File: src/rtl/shifter_right_seq_pkg.sv
// Shared types and sizing for the multicycle right shifter.
package shift_pkg;

  typedef enum logic [1:0] {
    IDLE  = 2'd0,
    SHIFT = 2'd1,
    DONE  = 2'd2
  } state_e;

  localparam int unsigned DEF_WIDTH = 32;

  // Number of power-of-two stages needed to cover every shift amount.
  function automatic int unsigned shamt_w(input int unsigned w);
    return $clog2(w);
  endfunction

endpackage

File: src/rtl/shifter_right_seq_if.sv
// Operand/result handshake bundle for shifter_right_seq.
interface shifter_right_seq_if
  import shift_pkg::*;
#(
  parameter int unsigned WIDTH = DEF_WIDTH
);
  localparam int unsigned SHAMT_W = shamt_w(WIDTH);

  logic               start_valid;
  logic               start_ready;
  logic [WIDTH-1:0]   data_in;
  logic [SHAMT_W-1:0] shamt;
  logic               arith;
  logic [WIDTH-1:0]   result;
  logic               result_valid;
  logic               result_ready;

  // Issue side / consumer side.
  modport master (
    output start_valid, data_in, shamt, arith, result_ready,
    input  start_ready, result, result_valid
  );

  // The shifter itself.
  modport slave (
    input  start_valid, data_in, shamt, arith, result_ready,
    output start_ready, result, result_valid
  );
endinterface

File: src/rtl/shifter_right_seq_stage.sv
// One power-of-two right-shift step: acc >> 2^k with fill bits on top.
module right_shift_stage
  import shift_pkg::*;
#(
  parameter int unsigned WIDTH   = DEF_WIDTH,
  parameter int unsigned SHAMT_W = shamt_w(WIDTH)
) (
  input  logic [WIDTH-1:0]   i_acc,
  input  logic [SHAMT_W-1:0] i_k,
  input  logic               i_fill,
  input  logic               i_en,
  output logic [WIDTH-1:0]   o_acc
);

  logic [SHAMT_W-1:0][WIDTH-1:0] w_stage;

  for (genvar g = 0; g < SHAMT_W; g++) begin : g_stage
    localparam int unsigned D = 1 << g;
    assign w_stage[g] = {{D{i_fill}}, i_acc[WIDTH-1:D]};
  end

  // Pick the candidate for stage k, or pass acc through when the bit is clear.
  always_comb begin
    o_acc = i_acc;
    for (int g = 0; g < SHAMT_W; g++)
      if (i_en && (i_k == SHAMT_W'(g))) o_acc = w_stage[g];
  end

endmodule

File: src/rtl/shifter_right_seq.sv
// Multicycle SRL/SRA: one power-of-two stage per clock, largest stage first.
// Optional macro SHIFTER_RIGHT_SEQ_EARLY_EXIT_EN: finish as soon as no lower
// shift-amount bits remain set (shamt==0 still spends one SHIFT cycle).
module shifter_right_seq
  import shift_pkg::*;
#(
  parameter int unsigned WIDTH = DEF_WIDTH
) (
  input  logic              i_clk,
  input  logic              i_rst_n,
  shifter_right_seq_if.slave bus
);

  localparam int unsigned        SHAMT_W = shamt_w(WIDTH);
  localparam logic [SHAMT_W-1:0] K_TOP   = SHAMT_W'(SHAMT_W - 1);

  state_e             r_state, w_state_nxt;
  logic [WIDTH-1:0]   r_acc;
  logic [SHAMT_W-1:0] r_sh;
  logic [SHAMT_W-1:0] r_k;
  logic               r_fill;
  logic [WIDTH-1:0]   w_acc_nxt;
  logic               w_bit;
  logic               w_last;

  assign w_bit = |(r_sh & (SHAMT_W'(1) << r_k));

`ifdef SHIFTER_RIGHT_SEQ_EARLY_EXIT_EN
  logic [SHAMT_W-1:0] w_low;
  // Remaining shift bits below the current stage; none left means done.
  assign w_low  = r_sh & ((SHAMT_W'(1) << r_k) - SHAMT_W'(1));
  assign w_last = (w_low == '0);
`else
  assign w_last = (r_k == '0);
`endif

  right_shift_stage #(.WIDTH(WIDTH), .SHAMT_W(SHAMT_W)) u_stage (
    .i_acc  (r_acc),
    .i_k    (r_k),
    .i_fill (r_fill),
    .i_en   (w_bit),
    .o_acc  (w_acc_nxt)
  );

  // State register.
  always_ff @(posedge i_clk or negedge i_rst_n) begin
    if (!i_rst_n) r_state <= IDLE;
    else          r_state <= w_state_nxt;
  end

  // Next-state: accept in IDLE, step stages in SHIFT, hold result in DONE.
  always_comb begin
    w_state_nxt = r_state;
    unique case (r_state)
      IDLE:    if (bus.start_valid)  w_state_nxt = SHIFT;
      SHIFT:   if (w_last)           w_state_nxt = DONE;
      DONE:    if (bus.result_ready) w_state_nxt = IDLE;
      default:                       w_state_nxt = IDLE;
    endcase
  end

  // Datapath: load operand on accept, apply one stage per SHIFT cycle.
  // Fill is captured from the original sign so later stages never re-read acc.
  always_ff @(posedge i_clk or negedge i_rst_n) begin
    if (!i_rst_n) begin
      r_acc  <= '0;
      r_sh   <= '0;
      r_fill <= 1'b0;
      r_k    <= K_TOP;
    end else if (r_state == IDLE && bus.start_valid) begin
      r_acc  <= bus.data_in;
      r_sh   <= bus.shamt;
      r_fill <= bus.arith & bus.data_in[WIDTH-1];
      r_k    <= K_TOP;
    end else if (r_state == SHIFT) begin
      r_acc  <= w_acc_nxt;
      r_k    <= w_last ? K_TOP : r_k - SHAMT_W'(1);
    end
  end

  assign bus.start_ready  = (r_state == IDLE);
  assign bus.result_valid = (r_state == DONE);
  assign bus.result       = r_acc;

endmodule

File: src/flat_wrapper.sv
// flat-port wrapper written by rule: the top's interface ports become plain ports
module shifter_right_seq_flat import shift_pkg::*;
#(
  parameter int unsigned WIDTH = DEF_WIDTH
)
  (i_clk, i_rst_n, bus_start_valid, bus_data_in, bus_shamt, bus_arith, bus_result_ready, bus_start_ready, bus_result, bus_result_valid);
  shifter_right_seq_if #(.WIDTH(WIDTH)) bus_i ();
  input  logic i_clk;
  input  logic i_rst_n;
  input wire logic [$bits(bus_i.start_valid)-1:0] bus_start_valid;
  input wire logic [$bits(bus_i.data_in)-1:0] bus_data_in;
  input wire logic [$bits(bus_i.shamt)-1:0] bus_shamt;
  input wire logic [$bits(bus_i.arith)-1:0] bus_arith;
  input wire logic [$bits(bus_i.result_ready)-1:0] bus_result_ready;
  output wire logic [$bits(bus_i.start_ready)-1:0] bus_start_ready;
  output wire logic [$bits(bus_i.result)-1:0] bus_result;
  output wire logic [$bits(bus_i.result_valid)-1:0] bus_result_valid;
  assign bus_i.start_valid = bus_start_valid;
  assign bus_i.data_in = bus_data_in;
  assign bus_i.shamt = bus_shamt;
  assign bus_i.arith = bus_arith;
  assign bus_i.result_ready = bus_result_ready;
  assign bus_start_ready = bus_i.start_ready;
  assign bus_result = bus_i.result;
  assign bus_result_valid = bus_i.result_valid;
  shifter_right_seq #(.WIDTH(WIDTH)) u_core (.i_clk(i_clk), .i_rst_n(i_rst_n), .bus(bus_i));
endmodule
File: config.mk
export PLATFORM = sky130hd
export DESIGN_NAME = shifter_right_seq_flat
export DESIGN_NICKNAME = d
export VERILOG_FILES = /design/src/rtl/shifter_right_seq_pkg.sv /design/src/rtl/shifter_right_seq_if.sv /design/src/rtl/shifter_right_seq_stage.sv /design/src/rtl/shifter_right_seq.sv /design/src/flat_wrapper.sv
export SDC_FILE = /design/constraint.sdc
export NUM_CORES = 1
export LEC_CHECK = 0
export ABC_AREA = 1
export ABC_CLOCK_PERIOD_IN_PS = 2550
export BUFFER_PORTS_ARGS = -buffer_cell sky130_fd_sc_hd__buf_2
export CAP_MARGIN = 20
export CORE_AREA = 3 3 84 146
export DETAILED_ROUTE_END_ITERATION = 16
export DIE_AREA = 0 0 87 149
export SLEW_MARGIN = 20
export SYNTH_ARGS = -nofsm -noshare
export SYNTH_HDL_FRONTEND = slang
export SYNTH_HIERARCHICAL = 1
export SYNTH_SLANG_ARGS = --single-unit
export TNS_END_PERCENT = 100
File: constraint.sdc
create_clock -name i_clk -period 2.55 [get_ports i_clk]
set_input_delay 0.1275 -clock i_clk [delete_from_list [all_inputs] [get_ports i_clk]]
set_output_delay 0.1275 -clock i_clk [all_outputs]
set_load 0.005 [all_outputs]
# Word level (Yosys, flattened, before mapping)

Cells that the tools add are included.

Div/mod/pow operators: 0
Magnitude comparators: 0
Reduce and logical (&&, ||, !) cells: 13
Equal/unequal tests: 9
Add/subtract/negate cells: 1
Mux-type cells: 14
Bitwise gates (word level): 2
$mul: 0
Shifts and indexed selects: 1

Operator list:

| cell                                                                     | number |
|---|---|
| 32-bit 2-to-1 mux                                                        | 7 |
| 5-bit 2-to-1 mux                                                         | 3 |
| 5-bit by 2-bit == test with 1-bit output (second input constant)         | 2 |
| 1-bit logical AND                                                        | 6 |
| 2-bit 2-to-1 mux                                                         | 3 |
| 2-bit one-hot mux with 3 select lines                                    | 1 |
| 6-bit nonzero test                                                       | 1 |
| 5-bit bitwise AND                                                        | 1 |
| 5-bit by 1-bit == test with 1-bit output (second input constant)         | 1 |
| 5-bit by 3-bit == test with 1-bit output (second input constant)         | 1 |
| 5-bit logical NOT                                                        | 1 |
| 5-bit OR reduction                                                       | 1 |
| 1-bit by 5-bit << shifter with 5-bit output (first input constant)       | 1 |
| 5-bit by 1-bit subtractor with 5-bit output (second input constant)      | 1 |
| 2-bit inequality test (second input constant)                            | 2 |
| 3-bit AND reduction                                                      | 1 |
| 2-bit by 1-bit == test with 1-bit output (second input constant)         | 1 |
| 2-bit == test (second input constant)                                    | 1 |
| 2-bit logical NOT                                                        | 1 |
| 2-bit by 1-bit inequality test with 1-bit output (second input constant) | 1 |
| 2-bit AND reduction                                                      | 1 |
| 2-bit nonzero test                                                       | 1 |
| 1-bit bitwise AND                                                        | 1 |

Memory bits (read-only): 0
Memory bits (writable): 0
Latch bits: 0
Bits of input ports: 42
Memories kept: 0
Word-level logic and storage cells: 45
Output and inout port bits: 34
Register bits: 45

# Longest topological paths before layout

Word-level depth: 11
Mapped depth: 19
Gate-level depth less buffers: 17

# By module

Netlist, hierarchy kept.

Modules (own cells, without submodules):

| module            | area an instance (µm²) | instances | cells an instance | sequential area each (µm²) |
|---|---|---|---|---|
| shifter_right_seq | 2043.2                 | 1         | 250               | 1127.3 |
| right_shift_stage | 1844.3                 | 1         | 394               | 0.0 |

# Least setup slack after synthesis

Ideal clock, no wire load.

Path kind: register to register
Start point: reg u_core.r_k[0]
End point: reg u_core.r_acc[17], in the netlist u_core/bus.result[17]
Data arrival time: 2.081 ns
Stages on the path, launching flop included: 18
Setup time: 0.068 ns
Buffers on the path: 1
Data required time: 2.482 ns
Period minus slack after synthesis: 2.150 ns
Slack: 0.400 ns
Cell sequence: dfrtp_1 -> inv_1 -> nand2_1 -> nand3_1 -> nand2_1 -> nand2_1 -> a21oi_1 -> inv_1 -> nor2_4 -> nand2_2 -> nor2_4 -> nand2_4 -> buf_6 -> o21ai_0 -> nor2_1 -> nand3_1 -> nand2_1 -> nand3_1

Longest elaborated chain between the ends: 10
Elaborated cells between the ends (all ways): 21
Those cells by class: eq/ne (4); shift (1); mux (6); bitwise (1); reduce/logical (9)

RTL lines:

| element                                         | RTL line                      | RTL |
|---|---|---|
| start: declaration                              | shifter_right_seq.sv:20       | `logic [SHAMT_W-1:0] r_k;` |
| start signal: assignment                        | shifter_right_seq.sv:77       | `r_k <= w_last ? K_TOP : r_k - SHAMT_W'(1);` |
| 1-bit by 5-bit << shifter with 5-bit output (*) | shifter_right_seq.sv:26       | `assign w_bit = \|(r_sh & (SHAMT_W'(1) << r_k));` |
| 5-bit bitwise AND (*)                           | shifter_right_seq.sv:26       |  |
| 5-bit OR reduction (*)                          | shifter_right_seq.sv:26       |  |
| net u_core.w_bit                                | shifter_right_seq.sv:23       | `logic w_bit;` |
| 1-bit logical AND                               | shifter_right_seq_stage.sv:26 | `if (i_en && (i_k == SHAMT_W'(g))) o_acc = w_stage[g];` |
| 32-bit 2-to-1 mux (3 in series)                 | shifter_right_seq_stage.sv:26 |  |
| 32-bit 2-to-1 mux (*)                           | shifter_right_seq_stage.sv:26 |  |
| net u_core.w_acc_nxt[17]                        | shifter_right_seq.sv:22       | `logic [WIDTH-1:0] w_acc_nxt;` |
| 32-bit 2-to-1 mux (*)                           | shifter_right_seq.sv:75       | `end else if (r_state == SHIFT) begin` |
| 32-bit 2-to-1 mux (*)                           | shifter_right_seq.sv:70       | `end else if (r_state == IDLE && bus.start_valid) begin` |
| end signal: assignment                          | shifter_right_seq.sv:71       | `r_acc <= bus.data_in;` |
| end signal: assignment                          | shifter_right_seq.sv:76       | `r_acc <= w_acc_nxt;` |
| end: declaration                                | shifter_right_seq.sv:18       | `logic [WIDTH-1:0] r_acc;` |

Mark *: on every way through the listed nets, which the timed path passes. The rest lies on a longest branch. The select of a mux whose other input is x is not followed.
A chain may end at the register's enable or synchronous reset.

# Worst setup path after layout

Start point: reg u_core.r_k[2]
End point: reg u_core.r_acc[12], in the netlist u_core/bus.result[12]

The elaborated chain is that of the path after synthesis.

==> flow_summary_export.csv <==
group,metric,value,unit
sta,fmax,420,MHz
layout,drive_above_1_share,19.9,%
floorplanning,initial_core_util,34.8,%
floorplanning,core.rowCount,51,
grt,track_usage,20.2,%
sta,hold_viol_final,0,
sta,period_share,93.3,%
clock_network,h-tree-depth,2,
clock_network,clock_latency,0.30,ns
floorplanning,dieArea,13000,um2
logic_synthesis,netlist_instances,644,
flow_run,cap_violations,0,
critical_path,crit_type,"flop to flop",
place,hpwl,9310,um
clock_network,clkTransAtPathRegs,0.07,ns
clock_network,cts_sinks,45,
critical_path,cp_slowest_stage_delay,0.62,ns
logic_synthesis,yosysUniqueCellTypes,29,
layout,layout_common_cells,"302 x nand2_1, 74 x buf_2, 73 x nor2_1",
layout,layout_commonest_cell,"nand2_1",
floorplanning,core-area,11200,um2
detailed_routing,via_count,4311,
grt,grt_most_used_layer,"met2",
sta,clock_skew,0.00627,ns
sta,whs,0.0156,ns
layout,area_growth,15.1,%
layout,nNetsFinal,755,
power_and_ir_drop,powerDensity,1250,nW/um2
critical_path,cp_max_fo,10,
detailed_routing,finalWirelength,13100,um
critical_path,arrival,2.61,ns
layout,final_core_util,40.1,%
detailed_routing,ant_nets,0,
sta,setup_violations,0,
sta,fin_ws,0.171,ns
sta,rsz0062_at_grt,"false",
place,place.gp.congestion,0.890,
detailed_routing,drt-vias-per-instance,5.10,
sta,finalMaxSlewViolations,0,
worst_hold_path,min_path_type,"primary input to flop",
grt,grt.met3_usage,2.82,%
grt,use_met1,22.7,%
place,port_buffers,75,
critical_path,cp-start-kind,"flop",
floorplanning,die_h,149,um
critical_path,worst_path_max_delay_cell,"dfstp_2",
place,pre_cts_ws,0.0970,ns
logic_synthesis,async_reset_ff_share,100,%
clock_network,clock_path_buffers,2,
grt,grt_max_degree,46,
grt,antenna_found_initial,0,
grt,grt-ovfl-total,0,
layout,final_area,4470,um2
place,placed_cell_area,4260,um2
logic_synthesis,synth_seq_cells,45,
sta,min_period,2.38,ns
critical_path,end_kind,"flop",
clock_network,root_buffer,"clkbuf_16",
sta,setup_tns,0,ns
grt,grt_pass1_vias,4133,
clock_network,cts_tree,"done",
critical_path,cp_common_cell,"nand2_1",
logic_synthesis,synth_edf_count,0,
grt,grt_pass1_wl,20700,um
floorplanning,fp.dieW,87,um
detailed_routing,drt_iter0_markers,374,
clock_network,cts_buffers,5,
grt,met2_usage,36.8,%
sta,slew_headroom,56.6,%
critical_path,cp_cell_sequence,"nand3_1, nand2_1, nand2_1, a21oi_2, inv_1, nor2_4, nand2_2, nor2_4, buf_12, nand2_8, nor2_1, nor2_1, a21oi_2, nand2_1, nand3_1",
floorplanning,io_pins,76,
sta,tightestPinTransition,0.650,ns
detailed_routing,avgRoutedWirePerCell,15.5,um
logic_synthesis,syn-num-nets,687,
logic_synthesis,synth_area,3890,um2
critical_path,crit_required,2.78,ns
power_and_ir_drop,vdd_drop_max,0.587,mV
detailed_routing,dr.pass1.iters,5,
logic_synthesis,yosysSeqAreaShare,29.0,%
layout,diodes,0,
status,status,"completed",
detailed_routing,drc,0,
logic_synthesis,ys_warn_count,6,
logic_synthesis,avgSynthCellArea,6.04,um2
logic_synthesis,synth-main-ff-cell,"dfrtp_1",
power_and_ir_drop,leakage,2.45,nW
==> power by group <==
group	leakage (nW)	internal (mW)	total, mW	switching (mW)
Combinational	1.83	1.22	3.28	2.06
Clock	0.0641	0.365	0.655	0.291
Sequential	0.558	1.07	1.65	0.579
==> worst max-delay path, delay by kind of cell (launching register included) <==
family                 cells  cell delay (ns)
DFF                        1             0.62
AOI/OAI and AO/OA          2             0.32
and+or+nand+nor           11             1.14
buffers and inverters      2             0.23
==> synthesized netlist by cell type, types with 2 or more instances <==
cell / instances / area, um2
a21oi_1: 5 / 25.0
a21oi_2: 15 / 131
a22oi_1: 2 / 15.0
buf_2: 8 / 40.0
buf_4: 6 / 45.0
buf_6: 15 / 169
clkbuf_1: 2 / 7.51
dfrtp_1: 44 / 1100
inv_1: 37 / 139
inv_2: 8 / 30.0
inv_4: 2 / 12.5
nand2_1: 302 / 1130
nand2_2: 2 / 12.5
nand2_4: 3 / 33.8
nand3_1: 58 / 290
nand4_2: 2 / 25.0
nor2_1: 73 / 274
nor2_4: 7 / 78.8
o21ai_0: 35 / 175
o21ai_1: 9 / 45.0
==> through the flow <==
| stage | total power, mW | std cells |
|---|---|---|
| floorplan | 3.91 | 644 |
| global placement | 4.83 | 832 |
| detailed placement | 4.87 | 832 |
| CTS | 5.56 | 840 |
| global route | 6.14 | 845 |
| finish | 5.58 | 845 |
==> path summary, 6_finish.rpt <==
path | from | endpoint | slack, ns | cells past startpoint
worst min register to register | u_core/r_sh[4]$_DFFE_PN0P_ | u_core/r_sh[4]$_DFFE_PN0P_ | 0.49 | 2
min in group asynchronous | i_rst_n | u_core/r_sh[4]$_DFFE_PN0P_ | 0.39 | 2
worst min-delay path | bus_result_ready | u_core/r_state[1]$_DFFE_PN0P_ | 0.02 | 2
max in group asynchronous | i_rst_n | u_core/bus.result[8]$_DFFE_PN0P_ | 1.76 | 2
worst max register to register | u_core/r_k[2]$_DFFE_PN1P_ | u_core/bus.result[12]$_DFFE_PN0P_ | 0.17 | 15
worst max-delay path | u_core/r_k[2]$_DFFE_PN1P_ | u_core/bus.result[12]$_DFFE_PN0P_ | 0.17 | 15
==> flip-flops by register name, summed over array words and instances, names as in the netlist <==
name and flops:
u_core/bus.result 32, u_core/r_fill 1, u_core/r_k 5, u_core/r_sh 5, u_core/r_state 2
==> layout make-up <==
| type | instances | area (um2) |
|---|---|---|
| well taps | 132 | 165 |
| clock inverters | 1 | 7.51 |
| repair buffers | 90 | 505 |
| clock buffers | 7 | 133 |
| multi-input cells | 523 | 2350 |
| flip-flops and latches | 45 | 1130 |
| inverters | 47 | 184 |
| fillers | 1182 | 6690 |
==> what timing repair did <==
item,CTS,global route
setup endpoints to repair,0,28
hold buffers,0,1
endpoints found under the hold margin,0,44
resized for setup,0,4
buffers inserted,0,2
==> kinds of logic (layout without fill, tap and decap cells) <==
kind of cell,count (synthesis),in the layout,share of synthesized area (%)
xor+xnor,1,1,0.225
compound gates,69,69,10.7
simple gates,450,452,48.4
fa+ha+maj,1,1,0.322
flops,45,45,29.0
buf+inv,78,145,11.4
==> per-layer routing <==
layer / wire (um) / share of wire [%]
met5: 0 / 0
met4: 419 / 3.2
met3: 731 / 5.6
met2: 7000 / 54
met1: 4910 / 38
Note: power is estimated with default switching activity, not from simulation.
